[src/rtl/ghash_accumulator.sv]
// GHASH sequencing stage: folds AAD/ciphertext blocks and the length block through an external GF(2^128) multiplier.
// Optional block-order checking (AAD after ciphertext) is enabled with `define GHASH_ORDER_CHK_EN.
module ghash_accumulator #(
    parameter int DATA_WIDTH = 128,
    parameter int LEN_WIDTH  = 64
) (
    input  logic                  clk,
    input  logic                  rst,
    input  logic                  start_i,
    input  logic [DATA_WIDTH-1:0] h_i,
    input  logic                  blk_valid_i,
    output logic                  blk_ready_o,
    input  logic [DATA_WIDTH-1:0] blk_data_i,
    input  logic                  blk_type_i,
    input  logic [4:0]            blk_bytes_i,
    input  logic                  fin_i,
    output logic [DATA_WIDTH-1:0] mul_h_o,
    output logic [DATA_WIDTH-1:0] mul_a_o,
    input  logic [DATA_WIDTH-1:0] mul_x_i,
    output logic                  tag_valid_o,
    input  logic                  tag_ready_i,
    output logic [DATA_WIDTH-1:0] tag_o,
    output logic                  busy_o
`ifdef GHASH_ORDER_CHK_EN
    ,
    output logic                  order_err_o
`endif
);

    localparam logic [1:0] S_IDLE  = 2'd0;
    localparam logic [1:0] S_ACCUM = 2'd1;
    localparam logic [1:0] S_LEN   = 2'd2;
    localparam logic [1:0] S_DONE  = 2'd3;

    logic [1:0]            state_q, state_d;
    logic [DATA_WIDTH-1:0] h_q, h_d;
    logic [DATA_WIDTH-1:0] y_q, y_d;
    logic [DATA_WIDTH-1:0] tag_q, tag_d;
    logic [LEN_WIDTH-1:0]  aad_len_q, aad_len_d;
    logic [LEN_WIDTH-1:0]  ct_len_q, ct_len_d;

    logic [4:0]            nbytes;
    logic [DATA_WIDTH-1:0] byte_mask;
    logic [LEN_WIDTH-1:0]  blk_bits;
    logic                  blk_acc;

    assign blk_acc  = (state_q == S_ACCUM) && blk_valid_i;
    assign nbytes   = ((blk_bytes_i == 5'd0) || (blk_bytes_i > 5'd16)) ? 5'd16 : blk_bytes_i;
    assign blk_bits = {{(LEN_WIDTH-8){1'b0}}, nbytes, 3'b000};

    // Byte 0 sits in the top byte lane, so lanes at index >= nbytes are cleared from the MSB end down.
    always_comb begin
        byte_mask = '0;
        for (int k = 0; k < DATA_WIDTH/8; k++) begin
            byte_mask[DATA_WIDTH-1-8*k -: 8] = (5'(k) < nbytes) ? 8'hFF : 8'h00;
        end
    end

    always_comb begin
        mul_a_o = y_q;
        if (blk_acc)
            mul_a_o = y_q ^ (blk_data_i & byte_mask);
        else if (state_q == S_LEN)
            mul_a_o = y_q ^ {aad_len_q, ct_len_q};
    end

    always_comb begin
        state_d   = state_q;
        h_d       = h_q;
        y_d       = y_q;
        tag_d     = tag_q;
        aad_len_d = aad_len_q;
        ct_len_d  = ct_len_q;
        case (state_q)
            S_IDLE: begin
                if (start_i) begin
                    h_d       = h_i;
                    y_d       = '0;
                    aad_len_d = '0;
                    ct_len_d  = '0;
                    state_d   = S_ACCUM;
                end
            end
            S_ACCUM: begin
                if (blk_valid_i) begin
                    y_d = mul_x_i;
                    if (blk_type_i)
                        ct_len_d = ct_len_q + blk_bits;
                    else
                        aad_len_d = aad_len_q + blk_bits;
                end
                if (fin_i)
                    state_d = S_LEN;
            end
            S_LEN: begin
                tag_d   = mul_x_i;
                state_d = S_DONE;
            end
            default: begin
                if (tag_ready_i)
                    state_d = S_IDLE;
            end
        endcase
    end

    always_ff @(posedge clk or posedge rst) begin
        if (rst) begin
            state_q   <= S_IDLE;
            h_q       <= '0;
            y_q       <= '0;
            tag_q     <= '0;
            aad_len_q <= '0;
            ct_len_q  <= '0;
        end else begin
            state_q   <= state_d;
            h_q       <= h_d;
            y_q       <= y_d;
            tag_q     <= tag_d;
            aad_len_q <= aad_len_d;
            ct_len_q  <= ct_len_d;
        end
    end

`ifdef GHASH_ORDER_CHK_EN
    logic seen_ct_q, seen_ct_d;
    logic order_err_q, order_err_d;

    always_comb begin
        seen_ct_d   = seen_ct_q;
        order_err_d = order_err_q;
        if ((state_q == S_IDLE) && start_i) begin
            seen_ct_d   = 1'b0;
            order_err_d = 1'b0;
        end else if (blk_acc) begin
            if (blk_type_i)
                seen_ct_d = 1'b1;
            else if (seen_ct_q)
                order_err_d = 1'b1;
        end
    end

    always_ff @(posedge clk or posedge rst) begin
        if (rst) begin
            seen_ct_q   <= 1'b0;
            order_err_q <= 1'b0;
        end else begin
            seen_ct_q   <= seen_ct_d;
            order_err_q <= order_err_d;
        end
    end

    assign order_err_o = order_err_q;
`endif

    assign mul_h_o     = h_q;
    assign tag_o       = tag_q;
    assign blk_ready_o = (state_q == S_ACCUM);
    assign tag_valid_o = (state_q == S_DONE);
    assign busy_o      = (state_q != S_IDLE);

endmodule

[config.mk]
export PLATFORM = sky130hd
export DESIGN_NAME = ghash_accumulator
export DESIGN_NICKNAME = d
export VERILOG_FILES = /design/src/rtl/ghash_accumulator.sv
export SDC_FILE = /design/constraint.sdc
export NUM_CORES = 1
export LEC_CHECK = 0
export BUFFER_PORTS_ARGS = -buffer_cell sky130_fd_sc_hd__buf_2
export CAP_MARGIN = 20
export CORE_AREA = 2 2 302 304
export DETAILED_ROUTE_END_ITERATION = 8
export DIE_AREA = 0 0 304 306
export PLACE_DENSITY = 0.55
export RECOVER_POWER = 25
export SYNTH_ARGS = -nofsm -noshare
export SYNTH_HDL_FRONTEND = slang
export SYNTH_SLANG_ARGS = --single-unit
[constraint.sdc]
create_clock -name clk -period 35.8 [get_ports clk]
set_input_delay 7.16 -clock clk [delete_from_list [all_inputs] [get_ports clk]]
set_output_delay 7.16 -clock clk [all_outputs]
set_load 0.02 [all_outputs]
==> flow_summary.yaml, run 1 <==
grt:
  grt_overflow: 0
  grt_use_met2_pct: 32.1
  first_global_vias: 20100
  antenna_found_initial: 13
  met1_usage_pct: 21.8
  grt_pass1_wl_mm: 130
  grt.total_usage_pct: 18.4
  use_met3_pct: 4.14
  grt.busiest_layer: "met2"
  grt_max_degree: 148
floorplanning:
  rows: 110
  ioPinCount: 783
  die_x_um: 304
  start_util_pct: 26.8
  die_y_um: 306
  core-area_mm2: 0.0896
  design.die.area_mm2: 0.0930
routing:
  avgRoutedWirePerCell_um: 21.2
  drt-pass1-iter-count: 5
  routed_wl_mm: 88.8
  post_drt_via_cell_ratio: 4.84
  vias: 20300
  drc_errors: 0
  ant_nets: 0
  drt_iter0_drc: 1338
clock_tree:
  cts_buffers: 60
  path_clk_slew_ns: 0.06
  clk_path_buf_depth: 3
  cts-root-buf: "clkbuf_16"
  cts_resized: 0
  cts_sinks: 508
  clk_latency_ns: 0.65
  cts_setup_buffers: 0
  ctsHoldBuffers: 0
  cts_tree: "done"
  htree_levels: 2
synthesis:
  ys_seq_elements: 508
  synth_ff_type: "dfrtp_1"
  syn_area_per_cell_um2: 10.8
  synth.area.top_cells: "dfrtp_1, mux2_2, nand2_1"
  async_flop_share_pct: 100
  syn_inst: 2217
  synth_area_mm2: 0.0240
  ys_types: 57
  synth-seq-area-share_pct: 52.9
  synth_top_cell_by_area: "dfrtp_1"
  ys_warn_count: 0
  synth_top_cell_area_share_pct: 52.9
  synth_edf_count: 0
  syn_nets: 2629
sta:
  finalCriticalPeriod_ns: 17.42
  fmax_mhz: 57.4
  setup_violations: 0
  hold_viol: 0
  slew_violations: 319
  rsz0062_at_grt: "false"
  tns_ns: 0
  finalCritPeriodShare_pct: 48.7
  worstMarginPinSlew_ns: 8.11
  slew_headroom_pct: -441
  clock_skew_ns: 0.0222
setup_path:
  required_ns: 28.64
  arrival_ns: 10.26
  cp-start-kind: "input port"
  endpoint_kind: "output port"
  worst-setup-path-type: "in2out"
  critPathMaxFanout: 14
flow_run:
  maxCapViolations: 3
final_layout:
  drive_gt1_share_pct: 36.9
  fillCellCount: 9212
  area_growth_pct: 29.9
  utilization_pct: 34.8
  fin_nets: 3368
power:
  p_per_area_mw_per_mm2: 91.2
  p_leak_nw: 14.3
  finalPower_mw: 2.85
  ir_worst_vdd_uv: 48.4
worst_hold_path:
  min_path_type: "reg2reg"
placed_design:
  routabilityCongestion: 0.846
  hpwl_mm: 66.0
  io_buffer_count: 782
status:
  violations: "max-capacitance violations, max-slew violations"
  status: "finished with violations"
## final cells by class
cell class / instances / area [um2] / share of cell area, %
antenna: 9 / 22.5 / 0.0722
clock buffer: 87 / 1780 / 5.72
clock inverter: 25 / 315 / 1.01
inverter: 33 / 125 / 0.401
multi-input combinational: 1538 / 10700 / 34.4
sequential: 508 / 12700 / 40.7
tap: 1176 / 1470 / 4.71
timing repair buffer: 815 / 4050 / 13.0
## critical path, stage by stage
cell     delay [ns]
buf_2          0.13
or4_1          0.50
ha_1           0.33
nor2b_2        0.50
nor3_1         0.23
a21oi_1        0.74
a22oi_1        0.28
xnor2_1        0.18
buf_2          0.18
## report_power, final
group | internal (mW) | switching, mW
clock | 0.389 | 0.259
combinational | 0.451 | 0.807
sequential | 0.799 | 0.142
total | 1.64 | 1.21
## state kept, by name, indices dropped and copies added (netlist names)
| name | flops |
|---|---|
| state_q | 2 |
| mul_h_o | 128 |
| aad_len_q | 61 |
| tag_o | 128 |
| y_q | 128 |
| ct_len_q | 61 |
## metal layers
layer | vias to the layer above | part of all wire, %
li1 | 9434 | -
met1 | 10000 | 40
met2 | 689 | 50
met3 | 151 | 6.0
met4 | 6 | 4.0
met5 | - | 0.048
## stage by stage
step | instances | worst slack (ns) | instance area (um2) | hold slack, ns
after floorplan | 2217 | 14.45 | 24000 | 0.460
after global placement | 4068 | 18.21 | 29200 | 0.471
after detailed placement | 4069 | 18.18 | 29200 | 0.477
after CTS | 4181 | 18.16 | 31300 | 0.490
after global routing | 4185 | 16.40 | 31200 | 0.500
final | 4191 | 18.38 | 31200 | 0.485
## worst paths after layout
| check | end | cells after the start | slack [ns] | from |
|---|---|---|---|---|
| max reg2reg | ct_len_q[19]$_DFFE_PP0P_ | 7 | 30.76 | state_q[0]$_DFFE_PP0P_ |
| max | mul_a_o[120] | 9 | 18.38 | blk_bytes_i[1] |
| min | y_q[71]$_DFFE_PP0P_ | 2 | 0.48 | y_q[71]$_DFFE_PP0P_ |
| max in group asynchronous | tag_o[105]$_DFFE_PP0N_ | 3 | 18.57 | rst |
| min in group asynchronous | mul_h_o[45]$_DFFE_PP0P_ | 2 | 7.94 | rst |
| min reg2reg | y_q[71]$_DFFE_PP0P_ | 2 | 0.48 | y_q[71]$_DFFE_PP0P_ |
## cells by family (layout without fill, tap and decap cells)
group | after synthesis | after routing | share of synthesized area, %
multiplexers | 287 | 287 | 13.3
buffers and inverters | 171 | 960 | 2.81
flip-flops | 508 | 508 | 52.9
adder cells (fa/ha/maj) | 21 | 21 | 1.10
other | 0 | 9 | 0
AO/OA/AOI/OAI | 333 | 333 | 9.28
XOR/XNOR | 138 | 138 | 5.03
AND/OR/NAND/NOR | 759 | 759 | 15.6
## Yosys cell counts, types with 23 or more instances
cell,n
nand2b_1,27
a22oi_1,122
a21oi_1,95
o31ai_1,60
nor2_1,28
nand4_1,25
o21ai_0,31
nand2_1,356
mux2_2,256
clkbuf_1,114
dfrtp_1,508
mux2i_1,30
nand3_1,173
nor4_1,23
xnor2_1,135
inv_1,32
or4_1,61
## layout by cell type (no fill, tap or decap), drive strengths merged, types with 28 or more instances in the layout
cell type,count
a21oi,95
clkbuf,175
mux2i,30
a22oi,122
nand4,29
or4,61
mux2,257
nand3,173
xnor2,135
nand2,356
inv,33
dfrtp,508
nor2,28
o21ai,32
o31ai,60
buf,727
Power figures use the tool's default switching activity.
==> run 2: changes to the inputs <==
CORE_AREA = 2 2 304 306   (was 2 2 302 304)
DIE_AREA = 0 0 306 308   (was 0 0 304 306)
PLACE_DENSITY = 0.54   (was 0.55)
clock period = 17.9 ns   (was 35.8 ns; I/O delays follow)
==> run 2 against run 1 <==
Against the previous run: the flow still finishes with violations (max-capacitance violations, max-slew violations); final area is 0.24% higher; register-to-register slack lost 19 ns; setup slack worse by 11 ns; flip-flop and latch count unchanged; combinational power up 100%; first-iteration DRC count decreased by 5.9%; sequential share of layout area decreased by 0.096 points; critical path type unchanged; highest routed layer unchanged.
==> flow_summary.yaml, run 2 (synthesized netlist as in run 1, its figures left out) <==
power:
  p_per_area_mw_per_mm2: 184
  ir_worst_vdd_uv: 165
  p_leak_nw: 14.3
setup_path:
  slowest_stage: "a21oi_1"
  required_ns: 14.32
  endpoint_kind: "output port"
  cp-start-kind: "input port"
  worst-setup-path-type: "in2out"
  path_cells: "buf_2 > or4_1 > ha_1 > nor2b_2 > nor3_1 > a21oi_1 > a22oi_1 > xnor2_1 > buf_2"
  arrival_ns: 6.71
  worstReg2RegStart: "state_q[1]$_DFFE_PP0P_"
  cpMostUsedCell: "buf_2"
  max_stage_delay_ns: 0.82
  critPathMaxFanout: 14
  worst-r2r-setup-slack_ns: 11.99
  rr_endpoint: "y_q[47]$_DFFE_PP0P_"
  rr_worst_depth: 9
worst_hold_path:
  holdPathEnd: "y_q[125]$_DFFE_PP0P_"
  holdPathStages: 2
  hold_path.startpoint: "y_q[125]$_DFFE_PP0P_"
  min_path_type: "reg2reg"
clock_tree:
  cts-root-buf: "clkbuf_16"
  cts_resized: 0
  path_clk_slew_ns: 0.06
  htree_levels: 2
  cts_setup_buffers: 0
  cts_tree: "done"
  clk_latency_ns: 0.65
  clk_path_buf_depth: 3
  cts_sinks: 508
  ctsHoldBuffers: 0
  cts_buffers: 61
floorplanning:
  design.die.area_mm2: 0.0942
  start_util_pct: 26.4
  rows: 111
  ioPinCount: 783
  core-area_mm2: 0.0910
  die_y_um: 308
  die_x_um: 306
sta:
  clock_skew_ns: 0.0380
  finalCritPeriodShare_pct: 57.5
  slew_headroom_pct: -263
  setup_violations: 0
  hold_viol: 0
  fmax_mhz: 97.1
  rsz0062_at_grt: "false"
  tns_ns: 0
  finalCriticalPeriod_ns: 10.29
  slew_violations: 292
  worstMarginPinSlew_ns: 5.42
flow_run:
  maxCapViolations: 4
routing:
  ant_nets: 0
  post_drt_via_cell_ratio: 4.82
  drt_iter0_drc: 1259
  drc_errors: 0
  avgRoutedWirePerCell_um: 21.3
  drt-pass1-iter-count: 5
  routed_wl_mm: 89.4
  vias: 20200
final_layout:
  fillCellCount: 9368
  final_cell_mix: "buf_2, dfrtp_1, nand2_1, mux2_2, nand3_1"
  area_growth_pct: 30.2
  stdcell_area_mm2: 0.0313
  layout_commonest_cell: "buf_2"
  fin_nets: 3364
  drive_gt1_share_pct: 36.6
grt:
  first_global_vias: 20200
  grt_pass1_wl_mm: 132
  grt_max_degree: 144
  grt_overflow: 0
  grt.total_usage_pct: 18.4
  antenna_found_initial: 15
placed_design:
  routabilityCongestion: 0.809
  place_area_mm2: 0.0292
  hpwl_mm: 66.0
  io_buffer_count: 782
status:
  status: "finished with violations"
  violations: "max-capacitance violations, max-slew violations"
run 2: changes by cell type in the layout (fill, tap and decap cells not counted), sizes merged:
cell / delta
bufinv: +3
clkinv: -3
diode: -4
inv: +3
clkinvlp: +4
buf: -18
clkbuf: +9
run 2: metrics by stage:
stage,power (mW),instances,hold WS (ns),util (%),setup slack [ns]
global route,6.08,4193,0.504,34.4,6.09
global placement,4.42,4075,0.471,32.1,7.55
floorplan,3.45,2217,0.460,-,0.134
detailed placement,4.45,4075,0.477,32.1,7.51
finish,5.75,4195,0.485,34.4,7.61
CTS,5.84,4190,0.490,34.5,7.51
run 2: layout make-up:
cell class	instances	area (um2)	share of cell area, %
diodes	5	12.5	0.0400
well taps	1186	1480	4.74
clock inverters	32	450	1.44
repair buffers	810	4010	12.8
multi-input cells	1538	10700	34.3
inverters	33	125	0.400
clock buffers	83	1760	5.63
flip-flops and latches	508	12700	40.6
run 2: how the worst max path moves through the flow:
| stage | from | to | slack [ns] | cells past startpoint |
|---|---|---|---|---|
| after floorplan | rst | aad_len_q[10]$_DFFE_PP0P_ | 0.13 | 1 |
| after global placement | blk_bytes_i[0] | mul_a_o[27] | 7.55 | 9 |
| after detailed placement | blk_bytes_i[0] | mul_a_o[30] | 7.51 | 9 |
| after CTS | blk_bytes_i[0] | mul_a_o[30] | 7.51 | 9 |
| after global routing | rst | tag_o[32]$_DFFE_PP0N_ | 6.09 | 5 |
| final | blk_bytes_i[0] | mul_a_o[105] | 7.61 | 9 |
run 2: routing by layer:
metal	track usage [%]	part of all wire [%]	vias up	routed length (um)
met4	5.99	3.2	14	2870
met3	3.86	5.4	139	4790
met2	32.1	50	628	44700
met1	22.7	41	10000	37000
li1	-	-	9428	-
met5	0	0.10	-	92
run 2: worst max-delay path: cells and delay by family:
family | cells | cell delay, ns
AO/OA/AOI/OAI | 2 | 1.00
XOR/XNOR | 1 | 0.27
adder cells (fa/ha/maj) | 1 | 0.33
buffers and inverters | 2 | 0.33
AND/OR/NAND/NOR | 3 | 1.20
run 2: power breakdown:
group | leakage [nW] | switching (mW) | internal (mW)
registers | 6.47 | 0.278 | 1.60
logic | 6.73 | 1.62 | 0.899
clock network | 1.08 | 0.537 | 0.822
total | 14.3 | 2.43 | 3.32
==> run 3: changes to the inputs <==
ABC_AREA = 1   (was default)
PLACE_DENSITY = 0.57   (was 0.54)
clock period = 10.3 ns   (was 17.9 ns; I/O delays follow)
==> run 3 against run 2 <==
Against the previous run: the run still ends with max-capacitance violations, max-slew violations left; critical path depth up 5; synthesized area up 11%; via count up 32%; count of clock-buffer cells in the layout down 8; routed wire length up 29%; combinational power up 81%; first-iteration DRC count up 70%; flip-flop and latch count unchanged.
==> flow_summary.yaml, run 3 <==
status:
  status: "finished with violations"
  violations: "max-capacitance violations, max-slew violations"
final_layout:
  fin_nets: 4704
  layout_commonest_cell: "nand2_1"
  stdcell_area_mm2: 0.0338
  area_growth_pct: 27.0
  multi_input_area_mm2: 0.0117
  fin_cells: 5542
  final-seq-area_mm2: 0.0127
  fillCellCount: 9668
  drive_gt1_share_pct: 21.9
  final_cell_mix: "nand2_1, buf_2, dfrtp_1, inv_1, nand3_1"
  utilization_pct: 37.1
setup_path:
  crit_family: "buffers and inverters"
  cp_num_buf_inv: 5
  rr_endpoint: "mul_h_o[126]$_DFFE_PP0P_"
  worstReg2RegStart: "state_q[0]$_DFFE_PP0P_"
  slowest_stage: "a31oi_2"
  cp-start-kind: "input port"
  worst-r2r-setup-slack_ns: 4.36
  worst-setup-path-type: "in2out"
  rr_worst_depth: 7
  required_ns: 8.24
  arrival_ns: 5.19
  path_cells: "buf_2 > inv_1 > nand3_1 > ha_1 > inv_1 > nor2_4 > inv_2 > o21ai_1 > a31oi_2 > nand3_1 > o21ai_1 > nand2_1 > nand2_1 > buf_2"
  critPathMaxFanout: 15
  cp.depth: 14
  max_stage_delay_ns: 0.76
  endpoint_kind: "output port"
routing:
  drt_iter0_drc: 2142
  post_drt_via_cell_ratio: 4.81
  avgRoutedWirePerCell_um: 20.8
  drc_errors: 0
  ant_nets: 0
  routed_wl_mm: 115
  drt-pass1-iter-count: 7
  vias: 26700
clock_tree:
  path_clk_slew_ns: 0.06
  clk_path_buf_depth: 3
  cts_sinks: 508
  ctsHoldBuffers: 0
  cts-root-buf: "clkbuf_16"
  htree_levels: 2
  cts_tree: "done"
  cts_setup_buffers: 0
  cts_buffers: 60
  clk_latency_ns: 0.66
  cts_resized: 0
sta:
  slew_violations: 484
  fin_ws_ns: 3.05
  tns_ns: 0
  setup_violations: 0
  hold_slack_ns: 0.465
  slew_headroom_pct: -123
  finalCritPeriodShare_pct: 70.4
  finalCriticalPeriod_ns: 7.25
  worstMarginPinSlew_ns: 3.35
  rsz0062_at_grt: "false"
  clock_skew_ns: 0.0197
  fmax_mhz: 138
  hold_viol: 0
synthesis:
  synth.most_common_cell: "nand2_1"
  synth_area_mm2: 0.0266
  synthTopCellsByCount: "nand2_1, dfrtp_1, inv_1"
  synth_top_cell_by_area: "dfrtp_1"
  ys_seq_elements: 508
  syn_nets: 3990
  syn_inst: 3578
  synth_top_cell_area_share_pct: 47.8
  ys_types: 48
  synth_edf_count: 0
  synth.area.top_cells: "dfrtp_1, nand2_1, inv_1"
  synth_ff_type: "dfrtp_1"
  syn_area_per_cell_um2: 7.43
  async_flop_share_pct: 100
  ys_warn_count: 0
  synth-seq-area-share_pct: 47.8
placed_design:
  dp_slack_ns: 3.05
  routabilityCongestion: 0.931
  place_area_mm2: 0.0316
  io_buffer_count: 782
  hpwl_mm: 87.1
  post-place-cells: 5416
floorplanning:
  rows: 111
  die_x_um: 306
  die_y_um: 308
  ioPinCount: 783
  design.die.area_mm2: 0.0942
  start_util_pct: 29.2
  core-area_mm2: 0.0910
grt:
  grt_max_degree: 129
  grt_overflow: 0
  grt.total_usage_pct: 23.7
  grt_pass1_wl_mm: 169
  first_global_vias: 25700
  antenna_found_initial: 19
power:
  p_sw_share_pct: 46.3
  pwr-share-clk_pct: 23.5
  ir_worst_vdd_uv: 179
  p_int_mw: 5.52
  p_leak_nw: 17.7
  seqPwrFrac_pct: 32.1
  p_per_area_mw_per_mm2: 305
  p_sw_mw: 4.77
  finalPower_mw: 10.3
  pwr-share-comb_pct: 44.4
flow_run:
  maxCapViolations: 9
worst_hold_path:
  holdPathEnd: "tag_o[34]$_DFFE_PP0N_"
  holdPathStages: 2
  min_path_type: "reg2reg"
  hold_path.startpoint: "tag_o[34]$_DFFE_PP0N_"
## run 3: how the worst max path moves through the flow
stage	start	to	slack, ns
after floorplan	rst	aad_len_q[10]$_DFFE_PP0P_	1.34
after global placement	blk_bytes_i[2]	mul_a_o[47]	3.14
after detailed placement	blk_bytes_i[2]	mul_a_o[47]	3.05
after CTS	blk_valid_i	mul_a_o[51]	3.03
after global routing	blk_bytes_i[2]	mul_a_o[47]	2.79
final	blk_bytes_i[2]	mul_a_o[47]	3.05
## run 3: metal layers
layer	GRT usage (%)	routed length, um	up-vias
li1	-	-	12800
met1	32.3	51600	12700
met2	37.6	51800	1011
met3	4.54	7480	167
met4	8.47	4170	8
met5	0	64	-
## run 3: tightest hold or removal path, stage by stage (launching register included)
cell and delay (ns):
dfrtp_1 0.34, nand2_1 0.05, nand2_1 0.04
## run 3: power by group through the flow
stage | logic [mW] | registers (mW) | clock network [mW]
finish | 4.57 | 3.31 | 2.42
global route | 4.96 | 3.40 | 2.55
CTS | 4.60 | 3.31 | 2.46
detailed placement | 4.59 | 3.32 | 0
global placement | 4.55 | 3.32 | 0
floorplan | 2.22 | 3.78 | 0
## run 3: final cells by class
type	count	share of cell area, %
Clock buffer	75	4.94
Tap cell	1186	4.39
Antenna cell	13	0.0963
Clock inverter	38	1.63
Inverter	414	4.64
Timing Repair Buffer	802	12.0
Sequential cell	508	37.6
Multi-Input combinational cell	2506	34.6
## run 3: cells by family (layout without fill, tap and decap cells)
| logic type | after synthesis | in the layout | share of synthesized area [%] |
|---|---|---|---|
| DFF | 508 | 508 | 47.8 |
| and+or+nand+nor | 1996 | 1996 | 31.4 |
| xor gates and xnor gates | 119 | 119 | 3.92 |
| AOI/OAI and AO/OA | 375 | 375 | 7.79 |
| adders and majority gates | 16 | 16 | 0.810 |
| buffers and inverters | 564 | 1329 | 8.26 |
| other | 0 | 13 | 0 |
